--- config.mk ---
export PLATFORM = sky130hd
export DESIGN_NAME = serial_subtractor
export DESIGN_NICKNAME = d
export VERILOG_FILES = /design/src/rtl/sub_pkg.sv /design/src/rtl/fs_cell.sv /design/src/rtl/serial_subtractor.sv
export SDC_FILE = /design/constraint.sdc
export NUM_CORES = 1
export LEC_CHECK = 0
export ABC_CLOCK_PERIOD_IN_PS = 2300
export BUFFER_PORTS_ARGS = -buffer_cell sky130_fd_sc_hd__buf_2
export CAP_MARGIN = 20
export CORE_ASPECT_RATIO = 0.9
export CORE_MARGIN = 2
export CORE_UTILIZATION = 25
export CTS_BUF_LIST = sky130_fd_sc_hd__clkbuf_4 sky130_fd_sc_hd__clkbuf_8
export DETAILED_ROUTE_END_ITERATION = 12
export MAX_ROUTING_LAYER = met4
export PLACE_DENSITY_LB_ADDON = 0.05
export SLEW_MARGIN = 0
export SYNTH_ARGS = -nofsm -noshare
export SYNTH_HDL_FRONTEND = slang
export SYNTH_SLANG_ARGS = --single-unit
export TNS_END_PERCENT = 5
--- constraint.sdc ---
create_clock -name clk -period 2.3 [get_ports clk]
set_clock_uncertainty 0.2 [all_clocks]
set_input_delay 0.69 -clock clk [delete_from_list [all_inputs] [get_ports clk]]
set_output_delay 0.69 -clock clk [all_outputs]
set_load 0.01 [all_outputs]
--- src/rtl/sub_pkg.sv ---
// Shared types for the bit-serial subtractor: FSM state encoding and default width.
package sub_pkg;

    localparam int DEFAULT_WIDTH = 8;

    // 2'd3 is unused and treated as IDLE by the FSM.
    typedef enum logic [1:0] {
        S_IDLE = 2'd0,
        S_RUN  = 2'd1,
        S_DONE = 2'd2
    } state_t;

endpackage

--- src/rtl/fs_cell.sv ---
// Combinational full subtractor: d = x - y - bin, bout set when a borrow is needed.
module fs_cell (
    input  logic x,
    input  logic y,
    input  logic bin,
    output logic d,
    output logic bout
);

    always_comb begin
        d    = x ^ y ^ bin;
        bout = (~x & y) | (~(x ^ y) & bin);
    end

endmodule

--- src/rtl/serial_subtractor.sv ---
// Bit-serial unsigned subtractor a - b, LSB first, one bit per clock, reusing one fs_cell.
// Handshake: start is honoured only in IDLE/DONE; busy marks RUN; done pulses one cycle with diff/borrow valid.
module serial_subtractor
    import sub_pkg::*;
#(
    parameter int WIDTH = DEFAULT_WIDTH
) (
    input  logic             clk,
    input  logic             rst_n,
    input  logic             start,
    input  logic [WIDTH-1:0] a,
    input  logic [WIDTH-1:0] b,
    output logic             busy,
    output logic             done,
    output logic [WIDTH-1:0] diff,
    output logic             borrow
);

    localparam int CNT_W = $clog2(WIDTH);
    localparam logic [CNT_W-1:0] LAST = CNT_W'(WIDTH - 1);

    state_t           state_q, state_d;
    logic [CNT_W-1:0] count_q, count_d;
    logic [WIDTH-1:0] sa_q, sa_d;
    logic [WIDTH-1:0] sb_q, sb_d;
    // Only the WIDTH-1 already-computed bits are stored; the final bit joins them at the last edge.
    logic [WIDTH-2:0] sr_q, sr_d;
    logic             bin_q, bin_d;
    logic [WIDTH-1:0] diff_q, diff_d;
    logic             borrow_q, borrow_d;

    logic             bit_d;
    logic             bit_bo;
    logic             load;

    fs_cell u_fs (
        .x    (sa_q[0]),
        .y    (sb_q[0]),
        .bin  (bin_q),
        .d    (bit_d),
        .bout (bit_bo)
    );

    always_comb begin
        state_d  = state_q;
        count_d  = count_q;
        sa_d     = sa_q;
        sb_d     = sb_q;
        sr_d     = sr_q;
        bin_d    = bin_q;
        diff_d   = diff_q;
        borrow_d = borrow_q;
        busy     = 1'b0;
        done     = 1'b0;
        load     = start && ((state_q == S_IDLE) || (state_q == S_DONE));

        case (state_q)
            S_IDLE: begin
            end
            S_RUN: begin
                busy  = 1'b1;
                sa_d  = sa_q >> 1;
                sb_d  = sb_q >> 1;
                sr_d  = (sr_q >> 1) | ((WIDTH-1)'(bit_d) << (WIDTH - 2));
                bin_d = bit_bo;
                if (count_q == LAST) begin
                    diff_d   = {bit_d, sr_q};
                    borrow_d = bit_bo;
                    state_d  = S_DONE;
                end else begin
                    count_d = count_q + CNT_W'(1);
                end
            end
            S_DONE: begin
                done    = 1'b1;
                state_d = S_IDLE;
            end
            default: begin
                state_d = S_IDLE;
            end
        endcase

        if (load) begin
            sa_d    = a;
            sb_d    = b;
            bin_d   = 1'b0;
            count_d = '0;
            state_d = S_RUN;
        end
    end

    always_ff @(posedge clk or negedge rst_n) begin
        if (!rst_n) begin
            state_q  <= S_IDLE;
            count_q  <= '0;
            sa_q     <= '0;
            sb_q     <= '0;
            sr_q     <= '0;
            bin_q    <= 1'b0;
            diff_q   <= '0;
            borrow_q <= 1'b0;
        end else begin
            state_q  <= state_d;
            count_q  <= count_d;
            sa_q     <= sa_d;
            sb_q     <= sb_d;
            sr_q     <= sr_d;
            bin_q    <= bin_d;
            diff_q   <= diff_d;
            borrow_q <= borrow_d;
        end
    end

    assign diff   = diff_q;
    assign borrow = borrow_q;

endmodule
==> results.py, run 1 <==
metrics = {
    "grt": {
        "gr-usage-met2_pct": 16.0,
        "use_met1_pct": 15.1,
        "grt_use_met3_pct": 3.10,
        "overflow": 0,
        "top_usage_layer": "met2",
        "grt_use_total_pct": 11.1,
        "antenna_found_initial": 0,
        "first_global_vias": 1156,
        "grt_max_degree": 39,
        "grt_first_pass_wirelength_microns": 5810,
    },
    "clock_tree": {
        "numCtsBuffers": 5,
        "clk_latency_ns": 0.28,
        "clk_root_buffer_cell": "clkbuf_8",
        "clk_path_buf_depth": 2,
        "cts.sink_count": 38,
        "postCtsSetupBuffers": 0,
        "cts_resized": 0,
        "holdBufCountCts": 0,
        "cts.clk_slew.worst_paths_ns": 0.07,
        "htree_num_levels": 2,
        "cts_tree": "done",
    },
    "power_and_ir_drop": {
        "powerDensity_mw_per_mm2": 1310,
        "peakVddDrop_uv": 325,
        "p_leak_nw": 0.960,
    },
    "timing": {
        "layout_setup_ws_ns": 0.128,
        "finalCritPeriodShare_pct": 94.4,
        "hold_viol": 0,
        "fin_tns_setup_ns": 0,
        "setup_viol_count_final": 0,
        "rsz0062_at_grt": "no",
        "maxSlewViolCount": 0,
        "slew_headroom_pct": 61.7,
        "max_freq_mhz": 460,
        "tightestPinTransition_ns": 0.572,
        "period_minus_slack_ns": 2.17,
    },
    "yosys": {
        "yosys_most_used_dff": "dfrtp_1",
        "ys_ff_latch": 38,
        "yosysTopAreaCellShare_pct": 59.4,
        "synth_top_area_cell": "dfrtp_1",
        "synth_seq_area_share_pct": 59.4,
        "synth_area_sq_mm": 0.00160,
        "yosysMostFrequentCell": "dfrtp_1",
        "synth_fp_nets": 171,
        "syn_area_per_cell_sq_um": 10.7,
        "synth_warnings": 0,
        "netlist_top_cells_area": "dfrtp_1 (59%), nand2_1 (6.3%), mux2_2 (5.6%)",
        "synth_cell_types": 24,
        "synth_edf_count": 0,
        "yosys-top-cells-count": "dfrtp_1 (38), nand2_1 (27), a21oi_1 (14), inv_1 (14), o22ai_1 (12)",
        "ys_async_sr_fraction_pct": 100,
        "netlist_instances": 149,
    },
    "route": {
        "drc": 0,
        "routed_via_density": 4.23,
        "first_pass_iters": 4,
        "routed_wl_microns": 3390,
        "vias": 1137,
        "drtAntennaViolNets": 0,
        "first_iter_violations": 36,
        "routedWlPerCell_microns": 12.6,
    },
    "floorplan": {
        "io_pins": 30,
        "coreArea_sq_mm": 0.00615,
        "rows": 27,
        "die_h_microns": 79.9,
        "die-area_sq_mm": 0.00706,
        "fp.dieW_microns": 88.3,
        "initial_utilization_pct": 26.0,
    },
    "setup_path": {
        "path_cells": "nand2b_1 > clkinv_1 > buf_2",
        "cp-end-kind": "output pin",
        "cp_data_required_time_ns": 1.41,
        "cp_top_family": "flip-flops",
        "slowest_delay_ns": 0.66,
        "cp.arrival_ns": 1.28,
        "crit_type": "reg2out",
        "slowest_stage": "dfrtp_1",
        "critPathBufInv": 2,
        "cp_max_fo": 16,
        "start_kind": "register",
    },
    "run": {
        "cap_violations": 0,
    },
    "finish": {
        "area_growth_pct": 20.4,
        "drive_gt1_share_pct": 26.9,
        "num-nets-final": 204,
        "nFillCells": 670,
        "final_area_sq_mm": 0.00193,
        "antenna_cells": 0,
    },
    "min_path": {
        "hold_path.class": "in2async",
    },
    "placed_design": {
        "placed_cell_area_sq_mm": 0.00184,
        "io_buffers": 29,
        "gp_congestion": 0.704,
        "place_ws_ns": 0.343,
        "dp_hpwl_microns": 2300,
    },
    "outcome": {
        "status": "finished clean",
    },
}
-- area by class of cell --
class                      instances  area (sq um)  share of cell area [%]
sequential                        38           951                    49.4
inverter                          15          56.3                    2.92
multi-input combinational         89           552                    28.6
tap                               87           109                    5.65
clock buffer                       7          83.8                    4.35
timing repair buffer              33           175                    9.09
-- path summary, 6_finish.rpt --
kind                                   startpoint  depth (start not counted)                   to  slack, ns
max in group asynchronous                   rst_n                          2    bin_q$_DFFE_PN0P_       1.29
min reg2reg                   sr_q[0]$_DFFE_PN0P_                          2  sr_q[0]$_DFFE_PN0P_       0.28
max                        state_q[0]$_DFFE_PN0P_                          3                 busy       0.13
min in group clk              sr_q[0]$_DFFE_PN0P_                          2  sr_q[0]$_DFFE_PN0P_       0.28
min                                         rst_n                          2  sa_q[3]$_DFFE_PN0P_       0.26
max reg2reg                state_q[0]$_DFFE_PN0P_                          2  diff[6]$_DFFE_PN0P_       0.35
-- per-layer routing --
layer	wire [microns]	part of all wire [%]
met1	1670	49
met2	1560	46
met3	140	4.1
met4	15	0.44
met5	0	0
-- worst register-to-register path, cell delays in order, from the launching register on --
cell	delay, ns
dfrtp_1	0.66
nand3b_1	0.54
mux2_2	0.44
-- kinds of logic (layout without fill, tap and decap cells) --
family	after synthesis	after routing	synth area share, %
adder cells (fa/ha/maj)	3	3	2.81
AND/OR/NAND/NOR	40	40	11.1
multiplexers	10	10	6.88
AO/OA/AOI/OAI	36	36	13.7
buffers and inverters	22	55	6.10
flip-flops	38	38	59.4
-- registers in the layout (all words and copies together) (netlist names) --
register,flops
count_q,3
sr_q,7
state_q,2
bin_q,1
borrow,1
sa_q,8
sb_q,8
diff,8
-- metrics by stage --
stage,std cells,hold slack (ns),total power (W),util (%)
floorplan,149,0.194,0.00179,-
global placement,262,0.260,0.00209,30.0
detailed placement,262,0.270,0.00211,30.0
CTS,269,0.277,0.00257,31.3
global route,269,0.309,0.00277,31.3
finish,269,0.257,0.00252,31.3
-- where the power goes --
part	internal (W)	leakage [nW]	switching [W]	total, W
combinational	0.000417	0.452	0.000493	0.000911
clock	0.000232	0.0452	0.000212	0.000444
sequential	0.000968	0.463	0.000200	0.00117
-- layout by cell type (no fill, tap or decap), types with 3 or more instances in the layout --
| cell | synthesis | routed |
|---|---|---|
| nor2b_1 | 4 | 4 |
| inv_1 | 14 | 14 |
| dfrtp_1 | 38 | 38 |
| clkbuf_8 | 0 | 5 |
| mux2_2 | 8 | 8 |
| buf_2 | 6 | 29 |
| nand2_1 | 27 | 27 |
| a21oi_1 | 14 | 14 |
| o22ai_1 | 12 | 12 |
| buf_4 | 0 | 4 |
| nand3_1 | 3 | 3 |
No activity file was read; power rests on OpenSTA's default activity.
==> run 2: changes to the inputs <==
--- a/config.mk
+++ b/config.mk
@@ -5,7 +5,7 @@
 export SDC_FILE = /design/constraint.sdc
 export NUM_CORES = 1
 export LEC_CHECK = 0
-export ABC_CLOCK_PERIOD_IN_PS = 2300
+export ABC_CLOCK_PERIOD_IN_PS = 2700
 export BUFFER_PORTS_ARGS = -buffer_cell sky130_fd_sc_hd__buf_2
 export CAP_MARGIN = 20
 export CORE_ASPECT_RATIO = 0.9
==> constraint.sdc (replaced) <==
create_clock -name clk -period 2.7 [get_ports clk]
set_clock_uncertainty 0.2 [all_clocks]
set_input_delay 0.81 -clock clk [delete_from_list [all_inputs] [get_ports clk]]
set_output_delay 0.81 -clock clk [all_outputs]
set_load 0.01 [all_outputs]
==> results.py, run 2 (synthesis results as in run 1) <==
metrics = {
    "power_and_ir_drop": {
        "p_sw_share_pct": 36.3,
        "share_seq_of_total_power_pct": 46.7,
        "p_comb_share_pct": 35.3,
        "p_leak_nw": 0.951,
        "powerDensity_mw_per_mm2": 1120,
        "peakVddDrop_uv": 337,
        "internal_power_w": 0.00136,
        "clockPowerShare_pct": 17.9,
        "switching_power_w": 0.000775,
    },
    "route": {
        "routed_via_density": 4.26,
        "drtAntennaViolNets": 0,
        "routedWlPerCell_microns": 13.0,
        "drc": 0,
        "first_pass_iters": 4,
        "first_iter_violations": 56,
        "routed_wl_microns": 3480,
        "vias": 1138,
    },
    "floorplan": {
        "coreArea_sq_mm": 0.00615,
        "io_pins": 30,
        "fp.dieW_microns": 88.3,
        "die-area_sq_mm": 0.00706,
        "initial_utilization_pct": 26.0,
        "rows": 27,
        "die_h_microns": 79.9,
    },
    "finish": {
        "multiInputGateArea_sq_um": 552,
        "area_growth_pct": 19.5,
        "instances_no_fill": 267,
        "seqCellArea_sq_um": 951,
        "num-nets-final": 202,
        "layout_commonest_cell": "dfrtp_1",
        "mostFrequentLayoutCells": "dfrtp_1 (38), buf_2 (29), nand2_1 (27), inv_1 (14), a21oi_1 (14)",
        "antenna_cells": 0,
        "drive_gt1_share_pct": 26.1,
        "nFillCells": 664,
    },
    "clock_tree": {
        "clk_latency_ns": 0.28,
        "postCtsSetupBuffers": 0,
        "clk_root_buffer_cell": "clkbuf_8",
        "cts.clk_slew.worst_paths_ns": 0.07,
        "numCtsBuffers": 5,
        "cts.sink_count": 38,
        "htree_num_levels": 2,
        "clk_path_buf_depth": 2,
        "holdBufCountCts": 0,
        "cts_tree": "done",
        "cts_resized": 0,
    },
    "outcome": {
        "status": "finished clean",
    },
    "grt": {
        "grt_use_total_pct": 11.3,
        "overflow": 0,
        "grt_first_pass_wirelength_microns": 5820,
        "first_global_vias": 1217,
        "antenna_found_initial": 0,
        "grt_max_degree": 39,
    },
    "setup_path": {
        "start_kind": "register",
        "cp_data_required_time_ns": 1.69,
        "cp-end-kind": "output pin",
        "cp_max_fo": 16,
        "cp.arrival_ns": 1.45,
        "rrSetupSlack_ns": 0.72,
        "crit_type": "reg2out",
    },
    "timing": {
        "tightestPinTransition_ns": 0.585,
        "period_minus_slack_ns": 2.46,
        "rsz0062_at_grt": "no",
        "hold_viol": 0,
        "fin_tns_setup_ns": 0,
        "setup_viol_count_final": 0,
        "maxSlewViolCount": 0,
        "max_freq_mhz": 406,
        "slew_headroom_pct": 60.9,
        "finalCritPeriodShare_pct": 91.2,
    },
    "placed_design": {
        "io_buffers": 29,
        "placed_cells": 260,
        "gp_congestion": 0.693,
        "dp_hpwl_microns": 2370,
    },
    "run": {
        "cap_violations": 0,
    },
    "min_path": {
        "hold_path.class": "reg2reg",
    },
}
run 2: changes by cell type in the layout (fill, tap and decap cells not counted):
cell,before,now
buf_4,4,2
run 2: area by class of cell:
type                    instances  area share [%]
flip-flops and latches         38            49.7
clock buffers                   7            4.38
repair buffers                 31            8.38
well taps                      87            5.69
multi-input cells              89            28.9
inverters                      15            2.95
run 2: worst max-delay path, cell delays in order (launching register included):
cell      delay [ns]
dfrtp_1         0.55
nand2b_1        0.18
clkinv_1        0.22
buf_2           0.22
run 2: per-stage QoR:
| stage | instance area [sq um] | hold slack (ns) | worst slack [ns] | utilization [%] | power (W) |
|---|---|---|---|---|---|
| final | 1910 | 0.287 | 0.237 | 31.1 | 0.00214 |
| after global routing | 1910 | 0.327 | 0.121 | 31.1 | 0.00234 |
| after CTS | 1910 | 0.296 | 0.236 | 31.1 | 0.00218 |
| after detailed placement | 1830 | 0.274 | 0.545 | 29.7 | 0.00178 |
| after global placement | 1830 | 0.271 | 0.573 | 29.7 | 0.00176 |
| after floorplan | 1600 | 0.242 | 0.919 | - | 0.00153 |
run 2: worst paths after layout:
path,end,start,cells after the start
max reg2reg,diff[6]$_DFFE_PN0P_,count_q[0]$_DFFE_PN0P_,4
min reg2reg,bin_q$_DFFE_PN0P_,bin_q$_DFFE_PN0P_,1
max,busy,state_q[0]$_DFFE_PN0P_,3
min,bin_q$_DFFE_PN0P_,bin_q$_DFFE_PN0P_,1
max in group asynchronous,diff[4]$_DFFE_PN0P_,rst_n,2
min in group asynchronous,sa_q[3]$_DFFE_PN0P_,rst_n,2
run 2: metal layers:
metal,vias to the layer above,part of all wire [%],global-route usage (%)
li1,558,-,-
met1,551,48,14.4
met2,23,47,17.0
met3,6,3.7,3.00
met4,0,0.92,4.70
met5,-,0,-
run 2: power by group through the flow:
stage	Combinational, W	Sequential, W	Clock, W
after global placement	0.000753	0.00100	0
after global routing	0.000874	0.00104	0.000429
final	0.000755	0.000998	0.000384
after CTS	0.000772	0.000999	0.000408
after detailed placement	0.000770	0.00101	0
after floorplan	0.000551	0.000977	0
